$ cat config.mk
export PLATFORM = sky130hd
export DESIGN_NAME = uart_rx_deserializer
export DESIGN_NICKNAME = d
export VERILOG_FILES = /design/src/rtl/uart_pkg.sv /design/src/rtl/uart_baud_tick.sv /design/src/rtl/uart_rx_deserializer.sv
export SDC_FILE = /design/constraint.sdc
export NUM_CORES = 1
export LEC_CHECK = 0
export CORE_MARGIN = 2
export CORE_UTILIZATION = 45
export CTS_BUF_LIST = sky130_fd_sc_hd__clkbuf_4
export CTS_CLUSTER_SIZE = 30
export DETAILED_ROUTE_END_ITERATION = 6
export DONT_BUFFER_PORTS = 1
export PLACE_DENSITY = 0.58
export RECOVER_POWER = 50
export SLEW_MARGIN = 20
export SYNTH_ARGS = -nofsm -noshare
export SYNTH_HDL_FRONTEND = slang
export SYNTH_SLANG_ARGS = --single-unit
$ cat constraint.sdc
create_clock -name clk -period 2.1 [get_ports clk]
set_input_delay 0.105 -clock clk [delete_from_list [all_inputs] [get_ports clk]]
set_output_delay 0.105 -clock clk [all_outputs]
set_load 0.1 [all_outputs]
$ cat src/rtl/uart_pkg.sv
// uart_pkg: shared UART state encoding and baud divider helpers
package uart_pkg;
  typedef enum logic [2:0] {IDLE, START, DATA, STOP, BREAK} rx_state_e;
  function automatic int clog2(input int n);
    int r = 0;
    for (int v = n - 1; v > 0; v = v >> 1) r++;
    return (r < 1) ? 1 : r;
  endfunction
  function automatic int calc_div(input int clk_hz, input int baud, input int os);
    return (clk_hz + baud * os / 2) / (baud * os);
  endfunction
endpackage

$ cat src/rtl/uart_baud_tick.sv
// uart_baud_tick: oversampling tick, one pulse every DIV clocks, restartable
module uart_baud_tick import uart_pkg::*; #(
  parameter int DIV = 27
) (
  input  logic clk,
  input  logic rst_n_i,
  input  logic clr_i,
  output logic tick_o
);
  localparam int W = clog2(DIV);
  logic [W-1:0] cnt;
  assign tick_o = cnt == W'(DIV - 1);
  always_ff @(posedge clk or negedge rst_n_i)
    if (!rst_n_i) cnt <= '0;
    else cnt <= (clr_i || tick_o) ? '0 : cnt + 1'b1;
endmodule

$ cat src/rtl/uart_rx_deserializer.sv
// uart_rx_deserializer: 8N1 oversampling receiver with majority vote and one-entry holding register
module uart_rx_deserializer import uart_pkg::*; #(
  parameter int CLK_HZ     = 50_000_000,
  parameter int BAUD       = 115200,
  parameter int OVERSAMPLE = 16
) (
  input  logic       clk,
  input  logic       rst_n_i,
  input  logic       rx_i,
  output logic [7:0] data_o,
  output logic       valid_o,
  input  logic       ready_i,
  output logic       frame_err_o,
  output logic       overrun_o,
  input  logic       clr_ovr_i,
  output logic       busy_o
);
  localparam int DIV = calc_div(CLK_HZ, BAUD, OVERSAMPLE);
  localparam int KW  = clog2(OVERSAMPLE);
  localparam int M   = OVERSAMPLE / 2;
  rx_state_e state, state_n;
  logic s1, s2, hist, tick, v0, v1;
  logic fall, vote, decide, bit_end, start_clr, stop_done, ferr_set, load, ovr_set;
  logic [KW-1:0] k;
  logic [2:0] bit_cnt;
  logic [7:0] sh;
  uart_baud_tick #(.DIV(DIV)) u_tick (
    .clk(clk), .rst_n_i(rst_n_i), .clr_i(start_clr), .tick_o(tick)
  );
  assign busy_o = state != IDLE;
  always_comb begin
    fall      = hist & ~s2;
    vote      = (v0 & v1) | (v0 & s2) | (v1 & s2);
    decide    = tick && k == KW'(M + 1);
    bit_end   = tick && k == KW'(OVERSAMPLE - 1);
    start_clr = state == IDLE && fall;
    state_n   = state;
    stop_done = 1'b0;
    ferr_set  = 1'b0;
    case (state)
      IDLE:  state_n = fall ? START : IDLE;
      START: state_n = (decide && vote) ? IDLE : bit_end ? DATA : START;
      DATA:  state_n = (bit_end && bit_cnt == 3'd7) ? STOP : DATA;
      STOP: begin
        state_n   = decide ? (vote ? IDLE : BREAK) : STOP;
        stop_done = decide & vote;
        ferr_set  = decide & ~vote;
      end
      BREAK: state_n = s2 ? IDLE : BREAK;
      default: state_n = IDLE;
    endcase
    load    = stop_done & (~valid_o | ready_i);
    ovr_set = stop_done & valid_o & ~ready_i;
  end
  always_ff @(posedge clk or negedge rst_n_i)
    if (!rst_n_i) begin
      state       <= IDLE;
      {s1, s2, hist} <= 3'b111;
      k           <= '0;
      {v0, v1}    <= 2'b11;
      bit_cnt     <= '0;
      sh          <= '0;
      data_o      <= '0;
      valid_o     <= 1'b0;
      frame_err_o <= 1'b0;
      overrun_o   <= 1'b0;
    end else begin
      state       <= state_n;
      {s1, s2, hist} <= {rx_i, s1, s2};
      k           <= start_clr ? '0 : !tick ? k : (k == KW'(OVERSAMPLE - 1)) ? '0 : k + 1'b1;
      v0          <= (tick && k == KW'(M - 1)) ? s2 : v0;
      v1          <= (tick && k == KW'(M)) ? s2 : v1;
      bit_cnt     <= (state == START) ? '0 : (state == DATA && bit_end) ? bit_cnt + 3'd1 : bit_cnt;
      sh          <= (state == DATA && decide) ? {vote, sh[7:1]} : sh;
      data_o      <= load ? sh : data_o;
      valid_o     <= load | (valid_o & ~ready_i);
      frame_err_o <= ferr_set;
      overrun_o   <= ovr_set | (overrun_o & ~clr_ovr_i);
    end
endmodule

==> summary.txt <==
Status -> completed
Max_slew headroom -> 19.1%
Initial antenna violation count -> 0
Synth area leaders -> dfrtp_1 (48%), dfstp_2 (7.5%), mux2_4 (6.8%), mux2_1 (5.8%), ha_1 (5.0%)
RR Endpoint -> overrun_o
Max-cap viol count -> 0
Post-synth top cells -> dfrtp_1 (34), nor2_1 (13), mux2_1 (9), nand2_1 (9), mux2_4 (8)
Core area -> 3720 um2
Worst hold start -> rx_i
Final Hold Vio Count -> 0
Worst R2R Setup Slack -> 0.14 ns
Netlist cell types -> 39
Top Usage Layer GRT -> met2
Pwr per Cell Area -> 797 nW/um2
Mapped Area -> 1760 um2
Ant diodes -> 0
Fraction of layout cells with a size suffix above 1 -> 24.2%
Layout area overhead -> 15.0%
Total design power -> 1.61 mW
Clk root buf -> clkbuf_4
Hold Path Sink -> s1
Vias/cell -> 5.04
Tmin final -> 1.96 ns
H-tree depth -> 2
Max VDD drop -> 519 uV
Max-slew violation count -> 0
Final WL -> 2.87 mm
Final non-filler cell area -> 2020 um2
Multi-input gate area -> 733 um2
Initial core utilization -> 47.4%
Combinational share of power -> 14.6%
Synth warn -> 0
P_leak -> 0.992 nW
Die height -> 66.5 um
Setup Skew -> 0.0110 ns
Net Sw Frac -> 27.6%
Post-Route Setup TNS -> 0 ns
Count leader, synth -> dfrtp_1
Clock tree sinks -> 39
Reg2Reg Depth -> 6
Hold slack -> 0.299 ns
Grt met2 use -> 25.0%
CP endpoint kind -> register
Yosys top cell area share -> 48.3%
Worst EP arrival -> 2.24 ns
Final Cycle Share -> 93.1%
Largest net degree at the start of global routing -> 40
Fillers -> 329
FF/Latch Area -> 982 um2
DR vias -> 1054
Syn Nets -> 150
Clk pin slew, worst setup/hold paths -> 0.11 ns
Total GRT Usage -> 16.1%
Slowest cell on crit path -> dlygate4sd3_1
Post-synth EDFFs -> 0
DP Area -> 1900 um2
Synth Register Bits -> 39
Die width -> 66.5 um
Total CTS buffers -> 5
Post-synth top area cell -> dfrtp_1
Unrepaired setup endpoints after global routing -> false
Post-route ant nets -> 0
Critical path's largest stage delay -> 0.57 ns
First-pass DRT Iterations -> 4
Die Area -> 4430 um2
Grt met1 use -> 20.4%
Worst R2R Start -> u_tick.cnt[0]
Critical path type -> reg2reg
Synth Area per Inst -> 12.8 um2
Max Root-Sink Buffers -> 2
Sequential area share after synthesis -> 55.8%
Internal Pwr Total -> 1.17 mW
# nets final -> 172
Io pins -> 17
Global-route wire length before repair -> 5.18 mm
IO Port Bufs -> 0
Delay-heaviest family, CP -> buffers and inverters
Flop pwr share -> 55.4%
Global route overflow -> 0
Crit-path cells -> inv_1 -> ha_1 -> and4b_1 -> nand4_2 -> o22ai_1 -> dlygate4sd3_1
Clock power share -> 30.1%
# DRC -> 0
Sw power -> 0.445 mW
Worst Path Max Fanout -> 7
Vias in the first global route -> 1101
Initial DRC Count -> 89
Worst-Skew Late Latency -> 0.34 ns
WHS Path Cells -> 1
Synth async-reset ratio -> 100%
Hold Path Class -> in2reg
Global placement routability congestion -> 0.933
DR WL/cell -> 13.7 um
Syn Inst Count -> 138
CP Launch Type -> register
Worst path bufs/invs -> 2
TritonCTS clock tree -> built
Final core utilization -> 54.5%
Req. time, crit path -> 2.39 ns
GR Util met3 -> 5.74%
Final setup violation count -> 0
Worst Max-Slew Pin Slew -> 1.21 ns
Row count -> 22
Predominant post-synthesis flop cell -> dfrtp_1
DP HPWL -> 2.02 mm
FMAX -> 511 MHz
area by class of cell:
class | count | area share, %
well taps | 48 | 2.97
flip-flops and latches | 39 | 48.5
inverters | 6 | 1.11
multi-input cells | 90 | 36.2
clock inverters | 3 | 1.92
clock buffers | 5 | 1.85
repair buffers | 18 | 7.42
cells by family after synthesis:
| family | after synthesis | share of synthesized area [%] |
|---|---|---|
| compound gates | 10 | 3.34 |
| flops | 39 | 55.8 |
| buf+inv | 9 | 2.56 |
| fa+ha+maj | 8 | 5.54 |
| mux | 20 | 14.4 |
| simple gates | 47 | 15.9 |
| xor+xnor | 5 | 2.49 |
worst max path at each step:
| stage | from | to | slack, ns | depth (start not counted) |
|---|---|---|---|---|
| 6_report | u_tick.cnt[0] | overrun_o | 0.14 | 6 |
| 5_1_grt | u_tick.cnt[0] | overrun_o | 0.001 | 6 |
| 4_1_cts | u_tick.cnt[0] | data_o[0] | 0.12 | 7 |
| 3_5_place_dp | u_tick.cnt[0] | data_o[0] | 0.14 | 7 |
| 3_3_place_gp | u_tick.cnt[0] | data_o[6] | 0.21 | 7 |
| 2_1_floorplan | valid_o | data_o[0] | 0.29 | 4 |
registers in the layout, summed over array words and instances (netlist names):
register and cells:
data_o 8, sh 8, u_tick.cnt 5, k 4
bit_cnt 3, state 3, frame_err_o 1, hist 1
overrun_o 1, s1 1, s2 1, v0 1
v1 1, valid_o 1
worst reg2reg max path, cell delays in order, from the launching register on:
cell,delay [ns]
dfrtp_1,0.43
inv_1,0.07
ha_1,0.18
and4b_1,0.36
nand4_2,0.17
o22ai_1,0.13
dlygate4sd3_1,0.57
cells in the final DEF (no fill, tap or decap), types with 6 or more instances in the layout:
| cell type | count |
|---|---|
| ha_1 | 7 |
| mux2_4 | 8 |
| nand2_1 | 9 |
| dfrtp_1 | 34 |
| inv_1 | 6 |
| mux2_1 | 9 |
| buf_4 | 9 |
| nor2_1 | 13 |
layer usage:
metal  vias to the layer above  part of all wire [%]
li1                        518                     -
met1                       514                    48
met2                        17                    46
met3                         5                   4.2
met4                         0                   1.8
met5                         -                     0
power groups by stage:
stage               combinational (mW)  sequential [mW]  clock (mW)
floorplan                        0.188            0.893           0
global placement                 0.214            0.905           0
detailed placement               0.217            0.909           0
CTS                              0.244            0.894       0.504
global route                     0.280            0.905       0.545
finish                           0.235            0.893       0.485
metrics by stage:
step,worst slack [ns],std cells
final,0.144,209
after global routing,0.00136,209
after CTS,0.122,209
after detailed placement,0.139,195
after global placement,0.215,195
after floorplan,0.292,138
what timing repair did:
| item | 4_1_cts | 5_1_grt |
|---|---|---|
| hold endpoints to repair | 42 | 0 |
| resized for setup | 0 | 0 |
| setup buffers | 0 | 0 |
| hold buffers | 6 | 0 |
No activity file was read; power rests on OpenSTA's default activity.
